$ cat config.mk
export PLATFORM = sky130hd
export DESIGN_NAME = parallax_layer_engine
export DESIGN_NICKNAME = d
export VERILOG_FILES = /design/src/rtl/parallax_pkg.sv /design/src/rtl/parallax_layer.sv /design/src/rtl/parallax_layer_engine.sv
export SDC_FILE = /design/constraint.sdc
export NUM_CORES = 1
export LEC_CHECK = 0
export CAP_MARGIN = 10
export CORE_UTILIZATION = 31
export DETAILED_ROUTE_END_ITERATION = 7
export DONT_BUFFER_PORTS = 1
export HOLD_SLACK_MARGIN = 0.06
export MAX_ROUTING_LAYER = met4
export SLEW_MARGIN = 25
export SYNTH_ARGS = -nofsm -noshare
export SYNTH_HDL_FRONTEND = slang
export SYNTH_SLANG_ARGS = --single-unit
$ cat constraint.sdc
create_clock -name clk -period 3.6 [get_ports clk]
set_clock_uncertainty 0.05 [all_clocks]
set_input_delay 0.54 -clock clk [delete_from_list [all_inputs] [get_ports clk]]
set_output_delay 0.54 -clock clk [all_outputs]
set_load 0.02 [all_outputs]
$ cat src/rtl/parallax_pkg.sv
// rtl/parallax_pkg.sv - shared constants and colour helper for the parallax layer engine
//
// Purpose : offset width, colour derivation constants and the per-layer
//           colour function used by the output priority mux.
// Ports   : none (package).

package parallax_pkg;

  localparam int OFF_W = 10;

  localparam logic [5:0] COL_MASK_10 = 6'b10_10_10;
  localparam logic [5:0] COL_XOR_1   = 6'b00_10_10;

  // Layer colours derive from base_color so one input retints the whole scene:
  // c0 = ~base, c1 = c0 ^ XOR, c2 = c1 & MASK, every deeper layer = c2 >> 1.
  function automatic logic [5:0] layer_colour(input int layer, input logic [5:0] base);
    logic [5:0] c0;
    logic [5:0] c1;
    logic [5:0] c2;
    logic [5:0] result;
    c0 = ~base;
    c1 = c0 ^ COL_XOR_1;
    c2 = c1 & COL_MASK_10;
    if (layer == 0) begin
      result = c0;
    end else if (layer == 1) begin
      result = c1;
    end else if (layer == 2) begin
      result = c2;
    end else begin
      result = c2 >> 1;
    end
    return result;
  endfunction

endpackage

$ cat src/rtl/parallax_layer.sv
// rtl/parallax_layer.sv - one scrolling checkerboard layer: speed regs, offsets, hit test
//
// Purpose : holds this layer's x/y speed and x/y scroll offset, steps the
//           offsets once per frame and produces a combinational checker hit
//           for the current pixel.
// Ports   : clk, rst_n      - pixel clock, synchronous active-low reset
//           step            - advance/retreat offsets this cycle
//           dir             - 0 = add speed, 1 = subtract speed
//           wr_en           - load wr_sx/wr_sy into the speed registers
//           wr_sx, wr_sy    - new speeds
//           pix_x, pix_y    - current pixel
//           hit             - layer covers this pixel (combinational)

module parallax_layer
  import parallax_pkg::*;
#(
  parameter int SPD_W    = 4,
  parameter int TILE_BIT = 8,
  parameter bit DITHER   = 1'b0,
  parameter int RST_SX   = 1
) (
  input  logic             clk,
  input  logic             rst_n,
  input  logic             step,
  input  logic             dir,
  input  logic             wr_en,
  input  logic [SPD_W-1:0] wr_sx,
  input  logic [SPD_W-1:0] wr_sy,
  input  logic [9:0]       pix_x,
  input  logic [9:0]       pix_y,
  output logic             hit
);

  localparam logic [SPD_W-1:0] RST_SX_V = RST_SX[SPD_W-1:0];
  localparam logic [SPD_W-1:0] RST_SY_V = {{(SPD_W-1){1'b0}}, 1'b1};

  logic [SPD_W-1:0] sx;
  logic [SPD_W-1:0] sy;
  logic [OFF_W-1:0] off_x;
  logic [OFF_W-1:0] off_y;

  logic [OFF_W-1:0] sx_ext;
  logic [OFF_W-1:0] sy_ext;
  assign sx_ext = OFF_W'(sx);
  assign sy_ext = OFF_W'(sy);

  // Offsets wrap modulo 1024 in both directions through natural 10-bit overflow.
  always_ff @(posedge clk) begin
    if (!rst_n) begin
      off_x <= '0;
      off_y <= '0;
      sx    <= RST_SX_V;
      sy    <= RST_SY_V;
    end else begin
      if (step) begin
        off_x <= dir ? (off_x - sx_ext) : (off_x + sx_ext);
        off_y <= dir ? (off_y - sy_ext) : (off_y + sy_ext);
      end
      if (wr_en) begin
        sx <= wr_sx;
        sy <= wr_sy;
      end
    end
  end

  logic [OFF_W-1:0] lx;
  logic [OFF_W-1:0] ly;
  logic             tile;
  logic             dither_on;

  assign lx        = pix_x + off_x;
  assign ly        = pix_y + off_y;
  assign tile      = lx[TILE_BIT] ^ ly[TILE_BIT];
  // Dithered layers become see-through on a fixed 2x2-ish pixel pattern.
  assign dither_on = pix_y[1] ^ pix_x[0];
  assign hit       = tile & (DITHER ? dither_on : 1'b1);

  // Only one bit of each shifted coordinate selects the tile; the rest is carry chain.
  logic unused_lxy;
  assign unused_lxy = ^{lx, ly};

endmodule

$ cat src/rtl/parallax_layer_engine.sv
// rtl/parallax_layer_engine.sv - N-layer parallax checkerboard renderer with 2-stage output
//
// Purpose : renders NUM_LAYERS scrolling checkerboards with per-layer speed,
//           pause/reverse, and a priority mux (layer 0 in front). Output and
//           syncs are both delayed exactly 2 clocks so they stay aligned.
// Ports   : clk, rst_n                - pixel clock, synchronous active-low reset
//           frame_tick                - once-per-frame step pulse
//           pix_x, pix_y, video_active- beam position and display enable
//           hsync_in, vsync_in        - raw syncs
//           pause, dir                - freeze / reverse scrolling
//           base_color                - scene tint, layer 0 = ~base_color
//           cfg_valid, cfg_ready      - speed write handshake
//           cfg_layer, cfg_sx, cfg_sy - speed write target and values
//           rgb, hsync_out, vsync_out - pipelined video out

module parallax_layer_engine
  import parallax_pkg::*;
#(
  parameter int         NUM_LAYERS  = 5,
  parameter int         TILE_MSB    = 8,
  parameter int         SPD_W       = 4,
  parameter logic [7:0] DITHER_MASK = 8'b0001_0011
) (
  input  logic             clk,
  input  logic             rst_n,
  input  logic             frame_tick,
  input  logic [9:0]       pix_x,
  input  logic [9:0]       pix_y,
  input  logic             video_active,
  input  logic             hsync_in,
  input  logic             vsync_in,
  input  logic             pause,
  input  logic             dir,
  input  logic [5:0]       base_color,
  input  logic             cfg_valid,
  output logic             cfg_ready,
  input  logic [2:0]       cfg_layer,
  input  logic [SPD_W-1:0] cfg_sx,
  input  logic [SPD_W-1:0] cfg_sy,
  output logic [5:0]       rgb,
  output logic             hsync_out,
  output logic             vsync_out
);

  generate
    if (NUM_LAYERS < 2 || NUM_LAYERS > 8 || TILE_MSB < NUM_LAYERS - 1 || TILE_MSB > 9) begin : g_bad_cfg
      $error("parallax_layer_engine: NUM_LAYERS/TILE_MSB out of range");
    end
  endgenerate

  // Blocking writes on tick cycles keeps a speed change from racing an offset step.
  assign cfg_ready = !frame_tick;

  logic step;
  logic cfg_fire;
  assign step     = frame_tick & !pause;
  assign cfg_fire = cfg_valid & cfg_ready;

  logic [NUM_LAYERS-1:0] hit;

  for (genvar i = 0; i < NUM_LAYERS; i++) begin : g_layer
    logic wr_en;
    // Out-of-range layer indices match no layer, so the write is silently dropped.
    assign wr_en = cfg_fire && (cfg_layer == 3'(i));

    parallax_layer #(
      .SPD_W    (SPD_W),
      .TILE_BIT (TILE_MSB - i),
      .DITHER   (DITHER_MASK[i]),
      .RST_SX   (NUM_LAYERS - i)
    ) u_layer (
      .clk   (clk),
      .rst_n (rst_n),
      .step  (step),
      .dir   (dir),
      .wr_en (wr_en),
      .wr_sx (cfg_sx),
      .wr_sy (cfg_sy),
      .pix_x (pix_x),
      .pix_y (pix_y),
      .hit   (hit[i])
    );
  end

  // Stage 1: capture hit vector with the control signals it belongs to.
  logic [NUM_LAYERS-1:0] hit_s1;
  logic                  act_s1;
  logic                  hs_s1;
  logic                  vs_s1;

  always_ff @(posedge clk) begin
    if (!rst_n) begin
      hit_s1 <= '0;
      act_s1 <= 1'b0;
      hs_s1  <= 1'b0;
      vs_s1  <= 1'b0;
    end else begin
      hit_s1 <= hit;
      act_s1 <= video_active;
      hs_s1  <= hsync_in;
      vs_s1  <= vsync_in;
    end
  end

  // Priority mux: scanning from the back lets the front-most hit win.
  logic [5:0] colour;
  always_comb begin
    colour = 6'd0;
    for (int i = NUM_LAYERS - 1; i >= 0; i--) begin
      if (hit_s1[i]) begin
        colour = layer_colour(i, base_color);
      end
    end
  end

  // Stage 2: blank outside active video and realign syncs.
  always_ff @(posedge clk) begin
    if (!rst_n) begin
      rgb       <= 6'd0;
      hsync_out <= 1'b0;
      vsync_out <= 1'b0;
    end else begin
      rgb       <= act_s1 ? colour : 6'd0;
      hsync_out <= hs_s1;
      vsync_out <= vs_s1;
    end
  end

endmodule

Word-level counts from Yosys, hierarchy flattened
Cells that the tools add are included.
- add/subtract/negate cells: 30
- eq/ne operators: 4
- muxes and demuxes: 15
- bitwise logic cells: 13
- reduce and logical (&&, ||, !) cells: 9
- operators by type and width (cell ; count):
    adder 10 x 4 -> 10 bit ; 10
    2-to-1 mux 10 bit ; 10
    subtractor 10 x 4 -> 10 bit ; 10
    adder 9 bit ; 2
    2-to-1 mux 6 bit ; 3
    adder 8 bit ; 2
    adder 7 bit ; 2
    adder 6 bit ; 2
    adder 5 bit ; 2
    2-to-1 mux 5 bit ; 2
    equality test 3 x 2 -> 1 bit, second input constant ; 2
    NOT 6 bit ; 1
    XOR 1 bit ; 6
    AND 1 bit ; 5
    logical AND 1 bit ; 5
    equality test 3 x 1 -> 1 bit, second input constant ; 1
    equality test 3 bit, second input constant ; 1
    logical NOT 3 bit ; 1
    logical NOT 1 bit ; 2
    NOT 2 bit ; 1
    AND reduction 2 bit ; 1
- flip-flop bits (word level): 156
- input port bits: 46

Logic depth before layout (Yosys ltp)
- depth in word-level cells: 7
- depth in mapped cells: 11
- gate-level depth less buffers: 10

Cells and area by module
From an unflattened synthesis, not the netlist that was laid out.
- cells, all modules: 1038
- area total of the unflattened synthesis: 9376.5 sq um
- modules (own cells, without submodules) (module ; times used ; cells each ; area an instance (sq um)):
    parallax_layer (g_layer[0].u_layer) ; 1 ; 261 ; 2284.7
    parallax_layer (g_layer[1].u_layer) ; 1 ; 221 ; 1951.9
    parallax_layer (g_layer[2].u_layer) ; 1 ; 194 ; 1716.6
    parallax_layer (g_layer[3].u_layer) ; 1 ; 165 ; 1503.9
    parallax_layer (g_layer[4].u_layer) ; 1 ; 142 ; 1358.8
    parallax_layer_engine ; 1 ; 55 ; 560.5

Worst setup path after synthesis
OpenSTA, ideal clock, no wires.
- path kind: input -> register
- start: in dir
- end: reg g_layer[1].u_layer.off_x[7]
- setup time: 0.064 ns
- arrival: 2.741 ns
- slack: 0.745 ns
- stages on the path: 10
- cells stage by stage: buf_2 buf_2 buf_2 mux2i_1 ha_1 nor2b_1 o31a_1 or3_1 or2_0 nand4_1
- longest elaborated chain between the ends: 1
- ends and longest elaborated chain (what ; line ; RTL):
    from (decl) ; parallax_layer_engine.sv:33 ; input logic dir,
    2-to-1 mux 10 bit ; parallax_layer.sv:56 ; off_x <= dir ? (off_x - sx_ext) : (off_x + sx_ext);
    to (signal assigned) ; parallax_layer.sv:56 ;
    to (decl) ; parallax_layer.sv:39 ; logic [OFF_W-1:0] off_x;
No other way between the ends.
A chain may end at the register's enable or synchronous reset.

Worst setup path after layout
- start: reg g_layer[0].u_layer.sy[0]
- end: reg g_layer[0].u_layer.off_y[8]
- longest elaborated chain between the ends: 2
- elaborated cells between the ends (all ways): 3
- classes of those cells: 2 x add/sub; 1 x mux
- ends and longest elaborated chain (what ; line ; RTL):
    from (decl) ; parallax_layer.sv:38 ; logic [SPD_W-1:0] sy;
    from (signal assigned) ; parallax_layer.sv:61 ; sy <= wr_sy;
    adder 10 x 4 -> 10 bit / subtractor 10 x 4 -> 10 bit (equally long branches) ; parallax_layer.sv:57 ; off_y <= dir ? (off_y - sy_ext) : (off_y + sy_ext);
    2-to-1 mux 10 bit * ; parallax_layer.sv:57 ;
    to (signal assigned) ; parallax_layer.sv:57 ;
    to (decl) ; parallax_layer.sv:40 ; logic [OFF_W-1:0] off_y;
Mark *: on every way between the ends. The rest lies on a longest branch, timed or not.

==> impl_metrics.py <==
metrics = {
    "status": {
        "run_status": "completed",
    },
    "setup_path": {
        "reg2reg_setup_slack_ps": 890,
        "end_kind": "register",
        "reg2reg_to": "g_layer[0].u_layer.off_y[8]",
        "timing.critical_path.fanout_max": 5,
        "critPathRequiredTime_ps": 3900,
        "arrival_ps": 3010,
        "r2r-start": "g_layer[0].u_layer.sy[0]",
        "setup.worst_path.class": "reg2reg",
        "rr_worst_depth": 10,
        "worst_setup_path_start_kind": "register",
    },
    "cts": {
        "cts_num_sinks": 126,
        "worst_skew_pair.late_latency_ps": 420,
        "cts.repair_timing.setup_buffer_count": 0,
        "ctsHtreeMaxLevel": 4,
        "clock_path_buffers": 2,
        "ctsResizeCount": 0,
        "ctsHoldBuffers": 0,
        "root_buffer": "clkbuf_16",
        "cts_tree": "yes",
        "clk_pin_slew_ps": 60,
        "numCtsBuffers": 17,
    },
    "logic_synthesis": {
        "synth_seq_area_share_pct": 27.7,
        "synthesis.yosys.warnings": 0,
        "syn_nets": 1264,
        "synth_cell_type_count": 55,
        "post_synth_inst_count": 1084,
        "synth_edf_count": 0,
        "synth_flop_cell": "dfxtp_1",
        "synth_area_per_cell_um2": 8.40,
        "flops_latches_synth": 126,
        "post_synthesis_cell_area_um2": 9100,
        "async_reset_ff_share_pct": 0,
    },
    "min_path": {
        "whs_path_depth": 1,
        "hold_end": "g_layer[4].u_layer.sx[0]",
        "holdCritPathClass": "in2reg",
        "worstHoldStart": "rst_n",
    },
    "detailed_routing": {
        "detailed_route_drc_error_count": 0,
        "routed_wirelength_um": 23200,
        "routed_wire_length_per_instance_um": 15.8,
        "drt_iter0_drc": 445,
        "route.vias.total": 7543,
        "detail-route-antenna-nets": 0,
        "1st_pass_router_iterations": 4,
        "via_count_normalized_by_instance_count": 5.14,
    },
    "grt": {
        "grtUsageTotal_pct": 16.2,
        "grt_first_pass_wirelength_um": 37600,
        "grt_start_max_net_pins": 71,
        "first_global_vias": 7176,
        "grt_remaining_overflow": 0,
        "antenna_found_initial": 0,
    },
    "sta": {
        "fin_hold_ws_ps": 137,
        "timing.fmax_mhz": 369,
        "final-setup-viol-count": 0,
        "slew_limit_headroom_pct": 48.5,
        "setup_total_negative_slack_ps": 0,
        "fin_crit_ps": 2710,
        "timing.final.max_slew_violations": 0,
        "report.final.hold_viol_count": 0,
        "rsz_0062_raised_after_global_routing": "false",
        "actual_transition_at_the_worst_max_transition_pin_ps": 771,
        "period_share_pct": 75.2,
    },
    "power_and_ir_drop": {
        "power_density_nw_per_um2": 411,
        "vdd_ir_drop_max_mv": 0.318,
        "fin_total_pwr_w": 0.00415,
        "cellLeakagePower_nw": 4.35,
    },
    "floorplanning": {
        "die_w_um": 173,
        "placement_rows": 62,
        "chipHeight_um": 173,
        "start_util_pct": 31.6,
        "core_area_um2": 28800,
        "design.portCount": 55,
        "design.die.area_um2": 30100,
    },
    "final_layout": {
        "final_cells": 1468,
        "flow.area_growth_from_synthesis_pct": 10.9,
        "ff_latch_area_um2": 2520,
        "postLayoutCellArea_um2": 10100,
        "multiInputGateArea_um2": 6160,
        "nNetsFinal": 1251,
        "num-fill-cells": 2970,
        "drive_gt1_share_pct": 5.45,
    },
    "placement": {
        "detailedPlacementHpwl_um": 16800,
        "portBuffers": 0,
        "place.gp.congestion": 0.834,
        "dpl_cell_area_um2": 9520,
        "post-place-cells": 1436,
    },
    "flow_run": {
        "drv.max_cap_violation_count": 0,
    },
}
==> synthesized netlist by cell type, types with 4 or more instances <==
cell,n,share of area [%]
o31ai_1,6,0.49
a21boi_0,4,0.33
o21a_1,18,1.5
buf_2,16,0.88
a31o_2,4,0.38
nand2_1,97,4.0
nor4b_1,4,0.38
inv_1,68,2.8
clkbuf_1,14,0.58
or2_2,6,0.41
a21o_1,15,1.2
nor2b_1,8,0.55
a211oi_1,28,2.3
nor3_1,29,1.6
o21ai_0,29,1.6
o211ai_1,17,1.4
nor4_1,8,0.55
nand4_1,16,1.1
nor2_1,107,4.4
nand4b_1,7,0.67
and2_1,11,0.76
dfxtp_1,126,28
nand3b_1,5,0.41
or3_1,13,0.89
mux2_2,5,0.62
a31oi_1,13,0.89
fa_1,10,2.2
nand3_1,27,1.5
xnor2_1,48,4.6
buf_1,9,0.37
nand2b_1,21,1.4
a211o_1,4,0.38
ha_1,124,17
a21oi_1,69,3.8
mux2i_1,63,6.9
==> final cells by class <==
class                           count  area share (%)
Inverter                           68            2.53
Clock buffer                       20            4.52
Sequential cell                   126            25.0
Tap cell                          384            4.76
Timing Repair Buffer                8           0.967
Antenna cell                        1          0.0248
Clock inverter                     11            1.17
Multi-Input combinational cell    850            61.0
==> per-layer routing <==
metal	GRT usage (%)	wire length, um	vias to the layer above
met1	21.3	11500	3554
met2	25.6	10600	130
met4	2.88	161	0
li1	-	-	3848
met5	-	0	-
met3	3.66	906	11
==> worst max-delay path, stage by stage (launching register included) <==
cell and delay (ps):
dfxtp_1 350, inv_1 70, ha_1 150, inv_1 40, o31ai_1 470, ha_1 390
o211ai_1 110, a31oi_1 100, o41ai_1 400, mux2i_1 310, mux2i_1 200
==> stage by stage <==
| step | util (%) | setup slack, ps |
|---|---|---|
| 3_3_place_gp | 33.1 | 916 |
| 4_1_cts | 35.1 | 879 |
| 5_1_grt | 35.1 | 635 |
| 2_1_floorplan | - | 745 |
| 6_report | 35.1 | 893 |
| 3_5_place_dp | 33.1 | 890 |
==> state kept, by name (all words and copies together) (netlist names) <==
signal	count
g_layer.u_layer.sx	20
g_layer.u_layer.sy	20
hs_s1	1
hit_s1	5
hsync_out	1
vs_s1	1
act_s1	1
vsync_out	1
rgb	6
g_layer.u_layer.off_y	35
g_layer.u_layer.off_x	35
==> layout by cell type (no fill, tap or decap), types with 20 or more instances in the layout <==
cell	count
mux2i_1	63
nor2_1	106
nand2b_1	20
nor3_1	29
o21ai_0	29
xnor2_1	48
ha_1	124
nand2_1	97
nand3_1	27
a211oi_1	28
dfxtp_1	126
a21oi_1	69
inv_1	67
==> kinds of logic (layout without fill, tap and decap cells) <==
kind of cell | Yosys count | in the layout | synth area share (%)
AOI/OAI and AO/OA | 228 | 228 | 16.3
xor gates and xnor gates | 51 | 51 | 4.91
adders and majority gates | 134 | 134 | 19.2
buffers and inverters | 108 | 107 | 4.71
DFF | 126 | 126 | 27.7
muxes | 68 | 68 | 7.55
other | 0 | 1 | 0
and+or+nand+nor | 369 | 369 | 19.6
==> how the worst max path moves through the flow <==
| stage | from | end | slack (ps) |
|---|---|---|---|
| global route | g_layer[0].u_layer.sy[0] | g_layer[0].u_layer.off_y[8] | 630 |
| finish | g_layer[0].u_layer.sy[0] | g_layer[0].u_layer.off_y[8] | 890 |
| CTS | g_layer[0].u_layer.sy[0] | g_layer[0].u_layer.off_y[8] | 880 |
| detailed placement | dir | g_layer[0].u_layer.off_y[8] | 890 |
| global placement | g_layer[0].u_layer.sx[0] | g_layer[0].u_layer.off_x[8] | 920 |
| floorplan | dir | g_layer[1].u_layer.off_x[7] | 740 |
==> where the power goes <==
group          internal, W  switching, W  total [W]
clock              0.00105      0.000671    0.00172
sequential         0.00149     0.0000923    0.00158
combinational     0.000403      0.000449   0.000852
total              0.00294       0.00121    0.00415
(Power assumes the default switching activity.)
